$ cat config.mk
export PLATFORM = sky130hd
export DESIGN_NAME = fifo_stim_gen
export DESIGN_NICKNAME = d
export VERILOG_FILES = /design/src/rtl/fifo_stim_pkg.sv /design/src/rtl/fifo_stim_gen_lfsr16.sv /design/src/rtl/fifo_stim_gen.sv
export SDC_FILE = /design/constraint.sdc
export NUM_CORES = 1
export LEC_CHECK = 0
export ABC_AREA = 1
export CORE_UTILIZATION = 31
export CTS_BUF_LIST = sky130_fd_sc_hd__clkbuf_8
export DETAILED_ROUTE_END_ITERATION = 6
export HOLD_SLACK_MARGIN = 0.08
export MAX_ROUTING_LAYER = met4
export PLACE_DENSITY_LB_ADDON = 0.08
export SETUP_SLACK_MARGIN = 0.1
export SLEW_MARGIN = 20
export SYNTH_ARGS = -nofsm -noshare
export SYNTH_HDL_FRONTEND = slang
export SYNTH_SLANG_ARGS = --single-unit
$ cat constraint.sdc
create_clock -name clk -period 2 [get_ports clk]
set_clock_uncertainty 0.15 [all_clocks]
set_input_delay 0.4 -clock clk [delete_from_list [all_inputs] [get_ports clk]]
set_output_delay 0.4 -clock clk [all_outputs]
set_load 0.1 [all_outputs]
$ cat src/rtl/fifo_stim_pkg.sv
// fifo_stim_pkg
//   Shared definitions for the FIFO legal-traffic stimulus generator:
//   FSM state encoding, LFSR width and Galois tap mask, and a one-step
//   LFSR helper.
//   No ports (package).

`ifndef FIFO_DWIDTH
`define FIFO_DWIDTH 8
`endif
`ifndef FIFO_DEPTH
`define FIFO_DEPTH 16
`endif

package fifo_stim_pkg;

  localparam int unsigned      LFSR_W    = 16;
  localparam logic [LFSR_W-1:0] LFSR_TAPS = 16'hB400;

  typedef enum logic [2:0] {
    IDLE,
    PRE,
    INJECT,
    POST,
    DRAIN,
    DONE
  } state_e;

  // Right-shifting Galois step: the bit shifted out selects the tap XOR.
  function automatic logic [LFSR_W-1:0] lfsr_step(input logic [LFSR_W-1:0] s);
    logic [LFSR_W-1:0] shifted;
    shifted = s >> 1;
    return s[0] ? (shifted ^ LFSR_TAPS) : shifted;
  endfunction

endpackage

$ cat src/rtl/fifo_stim_gen_lfsr16.sv
// lfsr16
//   16-bit Galois LFSR (taps 16'hB400) with synchronous active-low load
//   of SEED and an advance enable.
//   Ports:
//     clk_i    clock
//     rst_ni   synchronous active-low reset; loads SEED
//     en_i     advance one step this cycle
//     state_o  current LFSR state

module lfsr16
  import fifo_stim_pkg::*;
#(
  parameter logic [LFSR_W-1:0] SEED = 16'hACE1
) (
  input  logic              clk_i,
  input  logic              rst_ni,
  input  logic              en_i,
  output logic [LFSR_W-1:0] state_o
);

  logic [LFSR_W-1:0] lfsr_q;
  logic [LFSR_W-1:0] lfsr_d;

  always_comb begin
    lfsr_d = lfsr_q;
    if (en_i) begin
      lfsr_d = lfsr_step(lfsr_q);
    end
  end

  always_ff @(posedge clk_i) begin
    if (!rst_ni) begin
      lfsr_q <= SEED;
    end else begin
      lfsr_q <= lfsr_d;
    end
  end

  assign state_o = lfsr_q;

endmodule

$ cat src/rtl/fifo_stim_gen.sv
// fifo_stim_gen
//   Legal-traffic transmitter for a single-FIFO scoreboard harness.
//   Pushes LFSR background data, injects exactly one magic packet (flagged
//   by a single-cycle start), pushes POST_PUSHES more background words and
//   then drains the FIFO. Never pushes while full or pops while empty;
//   background data is never equal to the magic value.
//   Ports:
//     clk           clock
//     rst           synchronous active-low reset
//     go            level; starts a run from IDLE, DONE returns to IDLE when low
//     inject_after  background pushes before the magic packet
//     magic_value   magic payload, sampled when go is taken
//     full, empty   FIFO status
//     push, pop     FIFO controls (already gated by full/empty)
//     data_out      FIFO write data
//     start         high on the accepted magic push only
//     busy          high in PRE/INJECT/POST/DRAIN
//     done          high in DONE

module fifo_stim_gen
  import fifo_stim_pkg::*;
#(
  parameter int unsigned       WIDTH       = `FIFO_DWIDTH,
  parameter int unsigned       DEPTH       = `FIFO_DEPTH,
  parameter int unsigned       CNTW        = 8,
  parameter int unsigned       POST_PUSHES = 4,
  parameter logic [LFSR_W-1:0] SEED        = 16'hACE1
) (
  input  logic             clk,
  input  logic             rst,
  input  logic             go,
  input  logic [CNTW-1:0]  inject_after,
  input  logic [WIDTH-1:0] magic_value,
  input  logic             full,
  input  logic             empty,
  output logic             push,
  output logic             pop,
  output logic [WIDTH-1:0] data_out,
  output logic             start,
  output logic             busy,
  output logic             done
);

  localparam logic [CNTW:0] POST_TGT  = (CNTW+1)'(POST_PUSHES);
  localparam bit            POST_NONE = (POST_PUSHES == 0);

  state_e            state_q, state_d;
  logic [CNTW-1:0]   pre_cnt_q, pre_cnt_d;
  logic [CNTW-1:0]   post_cnt_q, post_cnt_d;
  logic [WIDTH-1:0]  magic_q, magic_d;
  logic [LFSR_W-1:0] lfsr_q;

  logic              want_push;
  logic              want_pop;
  logic [WIDTH-1:0]  bg_raw;
  logic [WIDTH-1:0]  bg;
  logic [CNTW:0]     pre_next;
  logic [CNTW:0]     post_next;

  lfsr16 #(
    .SEED (SEED)
  ) u_lfsr (
    .clk_i   (clk),
    .rst_ni  (rst),
    .en_i    (busy),
    .state_o (lfsr_q)
  );

  // Inverting on a collision keeps background words distinct from the
  // magic value without stalling the LFSR sequence.
  assign bg_raw = lfsr_q[WIDTH-1:0];
  assign bg     = (bg_raw == magic_q) ? ~bg_raw : bg_raw;

  // One extra bit so the compare against the target cannot alias on wrap.
  assign pre_next  = {1'b0, pre_cnt_q} + 1'b1;
  assign post_next = {1'b0, post_cnt_q} + 1'b1;

  // Output decode from the current state.
  always_comb begin
    want_push = 1'b0;
    want_pop  = 1'b0;
    data_out  = '0;
    busy      = 1'b0;
    done      = 1'b0;
    unique case (state_q)
      PRE, POST: begin
        want_push = 1'b1;
        want_pop  = lfsr_q[LFSR_W-1];
        data_out  = bg;
        busy      = 1'b1;
      end
      INJECT: begin
        want_push = 1'b1;
        data_out  = magic_q;
        busy      = 1'b1;
      end
      DRAIN: begin
        want_pop  = 1'b1;
        data_out  = bg;
        busy      = 1'b1;
      end
      DONE: begin
        done      = 1'b1;
      end
      default: begin
      end
    endcase
  end

  assign push  = want_push & ~full;
  assign pop   = want_pop & ~empty;
  assign start = push & (state_q == INJECT);

  // Next-state and counter update; kept apart from the output decode so
  // the transitions can consume the gated push without a comb loop.
  always_comb begin
    state_d    = state_q;
    pre_cnt_d  = pre_cnt_q;
    post_cnt_d = post_cnt_q;
    magic_d    = magic_q;
    unique case (state_q)
      IDLE: begin
        if (go) begin
          magic_d    = magic_value;
          pre_cnt_d  = '0;
          post_cnt_d = '0;
          state_d    = (inject_after == '0) ? INJECT : PRE;
        end
      end
      PRE: begin
        if (push) begin
          if (!(&pre_cnt_q)) begin
            pre_cnt_d = pre_next[CNTW-1:0];
          end
          if (pre_next == {1'b0, inject_after}) begin
            state_d = INJECT;
          end
        end
      end
      INJECT: begin
        if (push) begin
          state_d = POST_NONE ? DRAIN : POST;
        end
      end
      POST: begin
        if (push) begin
          if (!(&post_cnt_q)) begin
            post_cnt_d = post_next[CNTW-1:0];
          end
          if (post_next == POST_TGT) begin
            state_d = DRAIN;
          end
        end
      end
      DRAIN: begin
        if (empty) begin
          state_d = DONE;
        end
      end
      DONE: begin
        if (!go) begin
          state_d = IDLE;
        end
      end
      default: begin
        state_d = IDLE;
      end
    endcase
  end

  always_ff @(posedge clk) begin
    if (!rst) begin
      state_q    <= IDLE;
      pre_cnt_q  <= '0;
      post_cnt_q <= '0;
      magic_q    <= '0;
    end else begin
      state_q    <= state_d;
      pre_cnt_q  <= pre_cnt_d;
      post_cnt_q <= post_cnt_d;
      magic_q    <= magic_d;
    end
  end

  // LFSR bits above the data width (other than the pop bit) and the depth
  // parameter have no consumer here; fold them into a named sink.
  logic unused_sink;
  assign unused_sink = ^{lfsr_q, DEPTH[0]};

endmodule
==> results of run 1 <==
-- flip-flops by register name, summed over array words and instances (netlist names) --
| register | count |
|---|---|
| magic_q | 8 |
| post_cnt_q | 8 |
| pre_cnt_q | 8 |
| state_q | 3 |
| u_lfsr.state_o | 16 |
-- synthesized netlist by cell type (3+ instances only) --
| cell | count | area [sq um] |
|---|---|---|
| nand2_1 | 76 | 285.3 |
| inv_1 | 52 | 195.2 |
| dfxtp_1 | 43 | 860.8 |
| a21oi_1 | 37 | 185.2 |
| nor2_1 | 32 | 120.1 |
| nand3_1 | 28 | 140.1 |
| o21ai_0 | 22 | 110.1 |
| nand4_1 | 11 | 68.82 |
| xnor2_1 | 10 | 87.58 |
| nand2_2 | 7 | 43.79 |
| o21ai_1 | 7 | 35.03 |
| inv_2 | 6 | 22.52 |
| a211oi_2 | 5 | 62.56 |
| clkbuf_1 | 5 | 18.77 |
| o32ai_1 | 5 | 43.79 |
| a211oi_1 | 4 | 30.03 |
| a31oi_1 | 4 | 25.02 |
| buf_6 | 4 | 45.04 |
| xor2_1 | 4 | 35.03 |
| ha_1 | 3 | 37.54 |
-- cell type report --
cell class | instances | area, sq um | share of cell area
repair buffers | 78 | 884.6 | 0.2188
clock buffers | 6 | 82.58 | 0.02043
clock inverters | 1 | 5.005 | 0.001238
multi-input cells | 272 | 1808 | 0.4472
inverters | 59 | 231.5 | 0.05726
well taps | 105 | 131.4 | 0.03250
flip-flops and latches | 43 | 899.6 | 0.2225
-- repair_timing --
| action | in CTS | in global routing |
|---|---|---|
| setup endpoints to repair | 24 | 47 |
| resized for setup | 25 | 43 |
| setup buffers | 6 | 2 |
| hold endpoints to repair | 0 | 0 |
| cloned | 1 | 0 |
| pin swaps | 9 | 15 |
-- per-stage QoR --
step | utilization | TNS, ns
finish | 0.4920 | -2.939
global route | 0.4920 | -3.960
CTS | 0.4742 | -3.114
detailed placement | 0.4453 | -0.8406
global placement | 0.4453 | -0.6872
floorplan | - | -2.389
-- metal layers --
layer	vias up	share of wire
li1	1426	-
met2	55	0.46
met5	-	0
met3	6	0.039
met4	0	0.0079
met1	1217	0.49
-- logic make-up after synthesis --
family | Yosys count | synth area share
and+or+nand+nor | 165 | 0.2918
adders and majority gates | 3 | 0.01428
DFF | 43 | 0.3275
buffers and inverters | 71 | 0.1161
AOI/OAI and AO/OA | 90 | 0.2037
xor gates and xnor gates | 14 | 0.04664
-- worst reg2reg max path, stage by stage, from the launching register on --
cell and delay (ns):
dfxtp_4 0.41, inv_4 0.05, nand2_4 0.07, nor2_4 0.04
inv_2 0.07, nand2_4 0.07, nor2_8 0.24, buf_4 0.22
nand2_4 0.07, buf_4 0.18, inv_2 0.12, nand2_1 0.06
a21oi_1 0.11
-- power groups by stage --
stage / clock network, mW / logic [mW] / registers (mW)
after global placement: 0 / 3.99 / 1.34
after floorplan: 0 / 2.78 / 1.33
after detailed placement: 0 / 3.99 / 1.35
after global routing: 0.639 / 4.60 / 1.42
final: 0.575 / 4.28 / 1.38
after CTS: 0.604 / 4.18 / 1.33
-- how the worst max path moves through the flow --
stage / to / depth (start not counted) / start / slack (ns)
2_1_floorplan: data_out[6] / 8 / u_lfsr.state_o[0]$_SDFFE_PN1P_ / -0.39
3_3_place_gp: state_q[2]$_SDFFE_PN0P_ / 14 / inject_after[1] / -0.15
3_5_place_dp: state_q[2]$_SDFFE_PN0P_ / 14 / inject_after[1] / -0.17
4_1_cts: data_out[6] / 8 / magic_q[3]$_SDFFE_PN0P_ / -0.34
5_1_grt: data_out[7] / 8 / u_lfsr.state_o[2]$_SDFFE_PN0P_ / -0.40
6_report: data_out[7] / 8 / u_lfsr.state_o[2]$_SDFFE_PN0P_ / -0.32
==> impl_results.md, run 1 <==
- Worst Hold Launch: u_lfsr.state_o[10]$_SDFFE_PN1P_
- Vias: 2704
- R2r endpoint: u_lfsr.state_o[8]$_SDFFE_PN0P_
- Synth Cell Area: 0.002629 sq mm
- Placed cell area: 0.003659 sq mm
- Hold bufs inserted after CTS: 0
- Max Root-Sink Buffers: 2
- GPL Wtd Cong: 0.8573
- Failing checks: negative setup slack
- Max Cap Viol: 0
- Number of synthesis warnings: 0
- PortBufs: 33
- DR iter-0 viols: 100
- GRT Overall Usage: 0.1803
- H-tree levels: 2
- Actual slew at the worst max-slew pin: 0.2795 ns
- Largest net degree at the start of global routing: 25
- Number of flops mapped to enable cells by yosys: 0
- Vias in the first global route: 2538
- Crit-path max cell delay: 0.34 ns
- Register area share after synthesis: 0.3275
- Most frequent cells in the layout: nand2_1 (74), inv_1 (46), a21oi_1 (36), buf_4 (36), nand3_1 (23)
- Final setup fails: 11
- Peak Freq: 430.8 MHz
- Worst Path Max Fanout: 6
- CTS tree: yes
- Crit path DAT: 1.77 ns
- Avg WL per Cell: 12.82 um
- Post-Layout Inst Area: 0.004043 sq mm
- Hold Crit Class: flop to flop
- Sw power: 3.067 mW
- Post-route ant nets: 0
- Area grow syn2layout: 53.78%
- Hold depth: 2
- CTS buffer count: 5
- M3 GR Usage: 0.02751
- Non-Filler Instances: 564
- Layout cells sized above 1: 0.3486
- Most common cell after layout, fill and taps aside: nand2_1
- Net Sw Frac: 0.4916
- Die Ht: 94.09 um
- Reg2reg start: state_q[0]$_SDFFE_PN0P_
- Synth Flop Type: dfxtp_1
- Grt ovf: 0
- Die width: 94.09 um
- Worst path bufs/invs: 2
- Fin crit share: 1.161
- Status: finished, violations left
- Async S/R FF share, synth: 0
- TritonRoute pass-1 iters: 4
- Antenna cells: 0
- Crit Path Category: flop to output port
- WHS: 0.3109 ns
- Worst-Skew Late Latency: 0.29 ns
- Routed WL: 7.230 mm
- Pint: 3.171 mW
- Crit path capture type: output port
- R2R depth: 12
- Initial antenna violation count: 0
- Leakage: 1.659 nW
- Hold Path End: u_lfsr.state_o[9]$_SDFFE_PN0P_
- Die area: 0.008852 sq mm
- Final nets: 483
- Initial core utilization: 0.3199
- Sequential Power Share: 0.221
- Met2 Usage GRT: 0.2810
- Clk root buf: clkbuf_8
- Setup WS pre-CTS: -0.1674 ns
- DP HPWL: 5.126 mm
- Clock share of power: 0.092
- Gate power share: 0.687
- RSZ-0062 raised after global routing: true
- Startpoint Class: flop
- Top-level port count: 34
- Syn Inst Count: 386
- Final Critical Period: 2.321 ns
- Slew headroom: 0.8136
- Overall Power: 6.238 mW
- M1 GR Usage: 0.2445
- VDD IR max: 1.100 mV
- First-pass GRT wire length: 12.10 mm
- Syn Nets: 410
- Layer with the highest usage: met2
- Flop2flop setup slack: 0.07 ns
- Final hold violation count: 0
- Final-layout fill cell count: 812
- Drc violations: 0
- Top Family by Delay on Critical Path: simple AND/OR/NAND/NOR gates
- Core ar.: 0.008217 sq mm
- Placed insts: 549
- Cell Pwr Density: 1543 mW/mm^2
- Synthesized area per cell: 6.810 sq um
- Crit-path cells: xnor2_1 > nand2_1 > nor2_2 > nand2_4 > buf_4 > xor2_2 > o22ai_4 > buf_12
- Cell variety after synth: 34
- Worst-path clk slew: 0.08 ns
- Required time of the critical path: 1.45 ns
- CTS Sinks: 43
- Synthesized flop and latch total: 43
- Setup ws final: -0.3212 ns
- Max Slew Vio Count: 0
- Critical Path Slowest Stage Cell: dfxtp_2
- Via density: 4.794
- Rows: 33
(Power assumes the default switching activity.)
==> run 2, diff against run 1 <==
--- a/config.mk
+++ b/config.mk
@@ -13,7 +13,6 @@
 export MAX_ROUTING_LAYER = met4
 export PLACE_DENSITY_LB_ADDON = 0.08
 export SETUP_SLACK_MARGIN = 0.1
-export SLEW_MARGIN = 20
 export SYNTH_ARGS = -nofsm -noshare
 export SYNTH_HDL_FRONTEND = slang
 export SYNTH_SLANG_ARGS = --single-unit
==> results of run 2 <==
Same layout as run 1: the final DEF is identical, and so are final timing and power.
